===== src/rtl/addsub_scheduler.sv =====
// rtl/addsub_scheduler.sv - round-robin scheduler sharing one 4-bit add/subtract datapath between two requesters

// 4-bit ripple-carry adder; sum[4] is the carry out, so the result is the zero-extended sum.
module bits4_adder (
  input  logic [3:0] a,
  input  logic [3:0] b,
  output logic [4:0] sum
);

  logic [4:0] carry;

  // Ripple the carry from bit 0 upward.
  always_comb begin
    carry    = 5'b00000;
    sum      = 5'b00000;
    for (int i = 0; i < 4; i++) begin
      sum[i]       = a[i] ^ b[i] ^ carry[i];
      carry[i + 1] = (a[i] & b[i]) | (carry[i] & (a[i] ^ b[i]));
    end
    sum[4] = carry[4];
  end

endmodule

// 4-bit ripple-borrow subtractor; diff is the 5-bit two's complement of a-b.
// The final borrow doubles as the sign bit because both operands are unsigned.
module bits4_substrator (
  input  logic [3:0] a,
  input  logic [3:0] b,
  output logic [4:0] diff
);

  logic [4:0] borrow;

  // Ripple the borrow from bit 0 upward.
  always_comb begin
    borrow = 5'b00000;
    diff   = 5'b00000;
    for (int i = 0; i < 4; i++) begin
      diff[i]       = a[i] ^ b[i] ^ borrow[i];
      borrow[i + 1] = (~a[i] & b[i]) | (~(a[i] ^ b[i]) & borrow[i]);
    end
    diff[4] = borrow[4];
  end

endmodule

module addsub_scheduler (
  input  logic       clk,
  input  logic       rst,
  input  logic       req0_valid,
  output logic       req0_ready,
  input  logic       req0_op,
  input  logic [3:0] req0_a,
  input  logic [3:0] req0_b,
  input  logic       req1_valid,
  output logic       req1_ready,
  input  logic       req1_op,
  input  logic [3:0] req1_a,
  input  logic [3:0] req1_b,
  output logic       rsp_valid,
  input  logic       rsp_ready,
  output logic       rsp_id,
  output logic [5:0] rsp_result,
  output logic       busy,
  output logic [7:0] done_count
);

  typedef enum logic [1:0] {
    IDLE = 2'd0,
    EXEC = 2'd1,
    RESP = 2'd2
  } state_t;

  state_t     state_q;
  state_t     state_d;
  logic       last_grant;
  logic       grant;
  logic       accept;
  logic       op_q;
  logic [3:0] a_q;
  logic [3:0] b_q;
  logic       sel_op;
  logic [3:0] sel_a;
  logic [3:0] sel_b;
  logic [4:0] sum;
  logic [4:0] diff;
  logic [5:0] dp_result;

  bits4_adder u_adder (
    .a   (a_q),
    .b   (b_q),
    .sum (sum)
  );

  bits4_substrator u_substrator (
    .a    (a_q),
    .b    (b_q),
    .diff (diff)
  );

  // Next state plus round-robin grant; a grant is only issued from IDLE.
  always_comb begin
    state_d = state_q;
    grant   = 1'b0;
    accept  = 1'b0;
    case (state_q)
      IDLE: begin
        if (req0_valid || req1_valid) begin
          accept  = 1'b1;
          state_d = EXEC;
          if (req0_valid && req1_valid) begin
            grant = ~last_grant;
          end else begin
            grant = req1_valid;
          end
        end
      end
      EXEC:    state_d = RESP;
      RESP:    if (rsp_ready) state_d = IDLE;
      default: state_d = IDLE;
    endcase
  end

  // Ready is masked by rst so the reset values show up without waiting for a clock.
  assign req0_ready = accept & ~grant & ~rst;
  assign req1_ready = accept &  grant & ~rst;

  assign sel_op = grant ? req1_op : req0_op;
  assign sel_a  = grant ? req1_a  : req0_a;
  assign sel_b  = grant ? req1_b  : req0_b;

  // Subtract sign-extends the 5-bit difference; add zero-extends the 5-bit sum.
  assign dp_result = op_q ? {diff[4], diff} : {1'b0, sum};

  // State register and round-robin history; last_grant starts at 1 so requester 0 wins first.
  always_ff @(posedge clk or posedge rst) begin
    if (rst) begin
      state_q    <= IDLE;
      last_grant <= 1'b1;
    end else begin
      state_q <= state_d;
      if (accept) begin
        last_grant <= grant;
      end
    end
  end

  // Operand capture on accept; the requester is free to move on afterwards.
  always_ff @(posedge clk or posedge rst) begin
    if (rst) begin
      op_q <= 1'b0;
      a_q  <= 4'h0;
      b_q  <= 4'h0;
    end else if (accept) begin
      op_q <= sel_op;
      a_q  <= sel_a;
      b_q  <= sel_b;
    end
  end

  // Response payload: owner id on accept, datapath result at the end of EXEC.
  always_ff @(posedge clk or posedge rst) begin
    if (rst) begin
      rsp_id     <= 1'b0;
      rsp_result <= 6'b000000;
    end else begin
      if (accept) begin
        rsp_id <= grant;
      end
      if (state_q == EXEC) begin
        rsp_result <= dp_result;
      end
    end
  end

  // Registered status flags derived from the next state so they track the state exactly.
  always_ff @(posedge clk or posedge rst) begin
    if (rst) begin
      rsp_valid <= 1'b0;
      busy      <= 1'b0;
    end else begin
      rsp_valid <= (state_d == RESP);
      busy      <= (state_d != IDLE);
    end
  end

  // Completion counter advances on each response handshake and wraps naturally.
  always_ff @(posedge clk or posedge rst) begin
    if (rst) begin
      done_count <= 8'h00;
    end else if (state_q == RESP && rsp_ready) begin
      done_count <= done_count + 8'h01;
    end
  end

endmodule

===== config.mk =====
export PLATFORM = sky130hd
export DESIGN_NAME = addsub_scheduler
export DESIGN_NICKNAME = d
export VERILOG_FILES = /design/src/rtl/addsub_scheduler.sv
export SDC_FILE = /design/constraint.sdc
export NUM_CORES = 1
export LEC_CHECK = 0
export CORE_AREA = 2 2 62 64
export CTS_BUF_LIST = sky130_fd_sc_hd__clkbuf_4 sky130_fd_sc_hd__clkbuf_8
export DETAILED_ROUTE_END_ITERATION = 12
export DIE_AREA = 0 0 64 66
export PLACE_DENSITY = 0.82
export SYNTH_ARGS = -nofsm -noshare
export SYNTH_HDL_FRONTEND = slang
export SYNTH_SLANG_ARGS = --single-unit

===== constraint.sdc =====
create_clock -name clk -period 1.7 [get_ports clk]
set_input_delay 0.425 -clock clk [delete_from_list [all_inputs] [get_ports clk]]
set_output_delay 0.425 -clock clk [all_outputs]
set_load 0.02 [all_outputs]

* Yosys cells after proc, flatten, opt, wreduce, memory -nomap -nowiden *
Index checks and enable logic that the tools add are counted.

cells by class
  bitwise gates (word level) = 44
  $add $sub $neg = 1
  eq/ne operators = 3
  reductions and logical operators = 5
  multiplexer cells = 12

operator list
  kind                                                             count
  1-bit AND                                                        18
  1-bit inverter                                                   10
  1-bit XOR                                                        10
  8-bit by 1-bit adder with 8-bit output, second input constant    1
  4-bit 2-to-1 mux                                                 2
  1-bit 2-to-1 mux                                                 6
  6-bit 2-to-1 mux                                                 1
  1-bit OR                                                         6
  2-bit case mux with 3 select lines                               1
  2-bit == test, second input constant                             2
  2-bit 2-to-1 mux                                                 2
  2-bit by 1-bit == test with 1-bit output, second input constant  1
  1-bit logical AND                                                2
  2-bit zero test                                                  1
  2-bit nonzero test                                               1
  1-bit logical OR                                                 1

word-level totals
  register bits = 29
  logic and storage cells = 75
  output and inout port bits = 19

* Depth between registers and ports, before layout *
Gate-level depths: netlist of the first run.

  word-level depth = 9
  mapped depth = 6
  mapped depth without buffers = 6

* Cells and area by module *
From an unflattened synthesis of the first run, not the netlist that was laid out.

second synthesis, totals
  cells, all modules = 150
  area total of the unflattened synthesis = 1,577.8 µm²

modules (own cells, without submodules)
  module            instances  cells each  area each (µm²)  seq. area each (µm²)
  addsub_scheduler  1          122         1,357.6          726.9
  bits4_adder       1          14          110.1            0.0
  bits4_substrator  1          14          110.1            0.0

* Least setup slack after synthesis of the first run *
OpenSTA, ideal clock, no wires.

  path type = input-to-output
  start = in rst
  end = out req0_ready
  slack = -0.112 ns
  required time = 1.275 ns
  stages on the path = 2
  buffers on the path = 0
  arrival = 1.387 ns
  cells stage by stage = inv_1 and2_1

on the way
  cells in the longest elaborated chain, start to end = 2

RTL lines
  item             RTL line  RTL
  start, declared  50        input logic rst,
  1-bit inverter   126       assign req0_ready = accept & ~grant & ~rst;
  1-bit AND        126
  end, declared    52        output logic req0_ready,

Every way passes these cells.

* Worst setup path after layout of the first run *
  start = reg last_grant
  end = out req0_ready

on the way
  cells in the longest elaborated chain, start to end = 7

RTL lines
  item                     RTL line  RTL
  start, declared          77        logic last_grant;
  start signal, assigned   144       last_grant <= grant;
  1-bit inverter           113       grant = ~last_grant;
  1-bit 2-to-1 mux         112       if (req0_valid && req1_valid) begin
  1-bit 2-to-1 mux         109       if (req0_valid || req1_valid) begin
  1-bit 2-to-1 mux         107       case (state_q)
  1-bit inverter           126
  1-bit AND (2 in series)  126

Every way passes these cells.

==> results of run 1 <==
## placed cells by master, fill, tap and decap left out, types with 3 or more instances in the layout
master,instances
dfrtp_1,28
buf_4,17
nor3_1,3
inv_1,9
a21oi_1,3
nand2b_1,3
nand2_1,18
ha_1,7
clkdlybuf4s50_1,20
dlygate4sd2_1,18
xnor2_1,5
o21ai_0,10
a222oi_1,4
clkbuf_4,6
nand3_1,3
mux2i_1,6
xor2_1,3
## stage by stage
step / setup WS, ns / hold slack [ns] / cells / total power, µW / cell area [µm²]
5_1_grt: -0.192 / 0.507 / 249 / 4150 / 2160
3_5_place_dp: -0.607 / 0.470 / 237 / 3170 / 2030
2_1_floorplan: 0.0772 / 0.337 / 141 / 2480 / 1500
3_3_place_gp: -0.569 / 0.455 / 237 / 3100 / 2030
6_report: -0.136 / 0.478 / 249 / 3820 / 2160
4_1_cts: -0.153 / 0.485 / 245 / 3700 / 2100
## worst max-delay path, delay by kind of cell (launching register included)
| kind | cells | cell delay, ns |
|---|---|---|
| flops | 1 | 0.55 |
| buf+inv | 1 | 0.10 |
| simple gates | 3 | 0.42 |
## how the worst max path moves through the flow
stage	end	slack (ns)	cells after the start
finish	req0_ready	-0.14	4
floorplan	req0_ready	0.08	2
global route	req0_ready	-0.19	4
detailed placement	req0_ready	-0.61	5
CTS	req0_ready	-0.15	4
global placement	req0_ready	-0.57	5
## power groups by stage
stage	logic, µW	registers [µW]	clock network (µW)
floorplan	1100	1380	0
global placement	1860	1230	0
detailed placement	1920	1250	0
CTS	1840	1240	620
global route	2190	1300	655
finish	1980	1240	603
## metal layers
metal  up-vias  track usage (%)  share of wire (%)
met5         -                0                  0
met4         0             6.52                1.8
met3         6             5.62                5.0
met2        29             27.1                 49
met1       545             18.4                 44
li1        609                -                  -
## Yosys cell counts (2+ instances only)
| master | count |
|---|---|
| buf_6 | 2 |
| inv_1 | 10 |
| ha_1 | 9 |
| nand3_2 | 2 |
| nor3_1 | 3 |
| xor2_1 | 3 |
| mux2i_1 | 6 |
| a21o_1 | 2 |
| a21oi_1 | 3 |
| o21ai_0 | 10 |
| xnor2_1 | 5 |
| nand2b_1 | 3 |
| nand3_1 | 3 |
| a211o_1 | 2 |
| nor2_1 | 2 |
| o21a_1 | 2 |
| nand2_1 | 18 |
| and3_1 | 3 |
| a222oi_1 | 4 |
| dfrtp_1 | 28 |
## flip-flops by register name, indices dropped and copies added (netlist names), 2 cells and up
name        count
done_count      8
state_q         2
a_q             4
rsp_result      6
b_q             4
## cells by family (layout without fill, tap and decap cells)
| family | count (synthesis) | count (layout) | synth area share, % |
|---|---|---|---|
| XOR/XNOR | 8 | 8 | 4.67 |
| multiplexers | 7 | 7 | 4.75 |
| flip-flops | 29 | 29 | 48.5 |
| AND/OR/NAND/NOR | 46 | 46 | 17.3 |
| AO/OA/AOI/OAI | 26 | 26 | 11.9 |
| adder cells (fa/ha/maj) | 9 | 9 | 7.51 |
| buffers and inverters | 16 | 76 | 5.34 |
## area by class of cell
cell class              count  area (µm²)  area share [%]
flip-flops and latches     29         727            33.6
inverters                  11        45.0            2.08
clock buffers               7        58.8            2.72
multi-input cells          96         733            33.9
repair buffers             57         509            23.5
well taps                  48        60.1            2.78
clock inverters             1        30.0            1.39
## repair_timing
action | 4_1_cts | 5_1_grt
buffers inserted | 0 | 4
endpoints found under the setup margin | 18 | 7
pin swaps | 0 | 1
gates resized for setup | 32 | 6
endpoints found under the hold margin | 0 | 0
==> reports/results.tsv, run 1 <==
metric	value	unit
status	complete, but fails checks	
violations	setup timing	
synth-warning-count	0	
final_core_util	60.9	%
skew	0.00996	ns
cts_tree	done	
drive_above_1_share	21.4	%
synthArstFlopShare	100	%
crit_chain	nand2b_1, and3_4, and2_4, buf_6	
seqPwrFrac	32.4	%
wirelength	2940	µm
synth_edf_count	0	
timing.final.ws_setup	-0.136	ns
first_iter_violations	51	
route.detailed.drc	0	
setup_tns	-0.136	ns
synth_area_leader_cell	dfrtp_1	
crit_path_end_kind	output pin	
r2r_setup_slack	0.09	ns
drtPass1Iterations	4	
fin_crit	1.84	ns
p_comb_share	51.9	%
yosysTopAreaCellShare	46.7	%
finalHoldViolations	0	
cts-root-buf	clkbuf_4	
power_density	1770	nW/µm²
nFillCells	313	
antenna_found_initial	0	
peakVddDrop	0.862	mV
report.final.slew_viol_count	0	
timing.rr.start	a_q[1]$_DFFE_PP0N_	
holdPathStages	2	
diodes	0	
internal-power	2330	µW
yosys-top-cells-area	dfrtp_1, ha_1, nand2_1	
grt_max_degree	30	
crit_path_top_delay_cell	dfstp_2	
postSynthCellCount	141	
clk_pin_slew	0.09	ns
dp_hpwl	2230	µm
p_leak	0.00108	µW
ioPinCount	42	
reg2reg_depth	6	
wl_per_cell	11.8	µm
coreArea	3550	µm²
ys_seq_area_share	48.5	%
cts-hold-fix-buffers	0	
reg2reg_to	rsp_result[2]$_DFFE_PP0N_	
crit_required	1.27	ns
grt_overflow	0	
htreeDepth	2	
cp_max_fo	3	
netSwitchingFraction	39.0	%
grt_usage	16.0	%
cp_data_arrival_time	1.41	ns
p_sw	1490	µW
numCtsBuffers	5	
path_class	reg2out	
maxCapViolCount	0	
relSlewSlack	72.0	%
cts_sinks	29	
area_growth	44.2	%
rsz0062_at_grt	true	
row_count	22	
grt_first_pass_wirelength	5110	µm
fin_crit_sh	108	%
gp_congestion	0.769	
ys_seq_elements	29	
hp-start	rsp_result[0]$_DFFE_PP0N_	
setup_viol	1	
ant_nets	0	
nNetsFinal	232	
syn_area_per_cell	10.6	µm²
synth_flop_cell	dfrtp_1	
start_util	42.2	%
slowest_delay	0.55	ns
grt_pass1_vias	1178	
setup.worst_path.start_class	flop	
die_x	64	µm
clockBufferDepth	2	
vias_per_cell	4.78	
whs_endpoint	rsp_result[0]$_DFFE_PP0N_	
synth.distinct_cells	41	
worst_pin_slew	0.419	ns
clockPowerShare	15.8	%
io_buffers	41	
hold_path_class	reg2reg	
critPathLaunch	last_grant$_DFFE_PP1N_	
via_count	1189	
die_area	4220	µm²
fmaxAchievable	545	MHz
netlist_area	1500	µm²
synthesis.nets	173	
die_h	66	µm
clock_latency	0.34	ns
No activity file was read; power rests on OpenSTA's default activity.
==> run 2: changes to the inputs <==
- GPL_TIMING_DRIVEN: not set -> 0
==> reports/results.tsv, run 2 (same netlist as run 1, synthesis figures left out) <==
metric	value	unit
drtPass1Iterations	4	
cp_max_fo	2	
status	complete, but fails checks	
setup.worst_path.start_class	flop	
met3_usage	5.28	%
path_class	reg2out	
layout_commonest_cell	dfrtp_1	
setup_tns	-0.227	ns
regMostFlops	done_count	
numCtsBuffers	5	
die_x	64	µm
vias_per_cell	4.72	
crit_required	1.27	ns
final_cell_mix	dfrtp_1, clkdlybuf4s50_1, nand2_1, dlygate4sd2_1, o21ai_0	
coreArea	3550	µm²
fin_crit_sh	108	%
top_regs	done_count: 8 flops, rsp_result: 6 flops	
diodes	0	
grt_pass1_vias	1127	
ant_nets	0	
regArea	728	µm²
timing.final.ws_setup	-0.138	ns
grt_use_met2	26.6	%
skew	0.00790	ns
ioPinCount	42	
peakVddDrop	0.697	mV
cts-root-buf	clkbuf_4	
area_growth	41.3	%
setup_viol	2	
hold_path_class	in2async	
rsz0062_at_grt	true	
fmaxAchievable	544	MHz
finalHoldViolations	0	
maxCapViolCount	0	
grt_max_degree	16	
busiest_layer	met2	
drive_above_1_share	19.5	%
wl_per_cell	12.2	µm
report.final.slew_viol_count	0	
dpl_worst_slack	-1.16	ns
multi_input_area	734	µm²
p_leak	0.00104	µW
relSlewSlack	54.3	%
die_h	66	µm
grt_usage	15.6	%
die_area	4220	µm²
grt_overflow	0	
clock_latency	0.33	ns
nNetsFinal	226	
worst_pin_slew	0.681	ns
grt_first_pass_wirelength	5000	µm
power_density	1760	nW/µm²
fin_crit	1.84	ns
largest_reg_flops	8	
final_core_util	59.7	%
row_count	22	
gp_congestion	0.762	
cts_tree	done	
cts-hold-fix-buffers	0	
dp_hpwl	2120	µm
htreeDepth	2	
start_util	42.2	%
wirelength	2960	µm
route.detailed.drc	0	
holdWs	0.339	ns
violations	setup timing	
clockBufferDepth	2	
clk_pin_slew	0.09	ns
cp_data_arrival_time	1.41	ns
fin_total_pwr	3730	µW
nFillCells	311	
io_buffers	41	
first_iter_violations	34	
grt_use_met1	18.0	%
cts_sinks	29	
crit_path_end_kind	output pin	
antenna_found_initial	0	
via_count	1148	
[run 2: what timing repair did]
action,4_1_cts,5_1_grt
setup buffers,2,2
pin swaps,0,2
endpoints found under the setup margin,18,4
gates cloned,1,0
resized for setup,33,7
[run 2: layout make-up]
| cell class | count | share of cell area (%) |
|---|---|---|
| multi-input combinational | 96 | 34.7 |
| sequential | 29 | 34.4 |
| timing repair buffer | 45 | 19.8 |
| tap | 48 | 2.83 |
| clock buffer | 7 | 2.77 |
| inverter | 11 | 2.13 |
| buffer | 5 | 1.83 |
| clock inverter | 1 | 1.42 |
| timing repair inverter | 1 | 0.236 |
[run 2: per-stage QoR]
stage | cell area (µm²) | instances
6_report | 2120 | 243
3_5_place_dp | 1970 | 230
4_1_cts | 2070 | 241
2_1_floorplan | 1500 | 141
3_3_place_gp | 1970 | 230
5_1_grt | 2120 | 243
[run 2: worst max-delay path, cell delays in order, from the launching register on]
cell	delay, ns
dfstp_2	0.54
nand2b_4	0.12
and3_4	0.18
and2_4	0.14
buf_6	0.11
[run 2: final timing paths]
path / cells after the start / startpoint / endpoint / slack [ns]
setup / recovery: 4 / last_grant$_DFFE_PP1N_ / req0_ready / -0.14
hold / removal: 3 / rst / rsp_id$_DFFE_PP0N_ / 0.34
setup reg to reg: 6 / a_q[1]$_DFFE_PP0N_ / rsp_result[3]$_DFFE_PP0N_ / 0.07
hold reg to reg: 2 / rsp_result[2]$_DFFE_PP0N_ / rsp_result[2]$_DFFE_PP0N_ / 0.48
max in group asynchronous: 2 / rst / b_q[2]$_DFFE_PP0N_ / 0.96
min in group clk: 2 / rsp_result[2]$_DFFE_PP0N_ / rsp_result[2]$_DFFE_PP0N_ / 0.48
[run 2: report_power, final]
group | switching, µW | internal (µW)
Clock | 230 | 367
Sequential | 236 | 998
Combinational | 995 | 901
[run 2: routing by layer]
| metal | part of all wire, % | vias to the layer above |
|---|---|---|
| met1 | 43 | 508 |
| li1 | - | 600 |
| met2 | 49 | 32 |
| met3 | 5.0 | 8 |
| met5 | 0 | - |
| met4 | 2.4 | 0 |
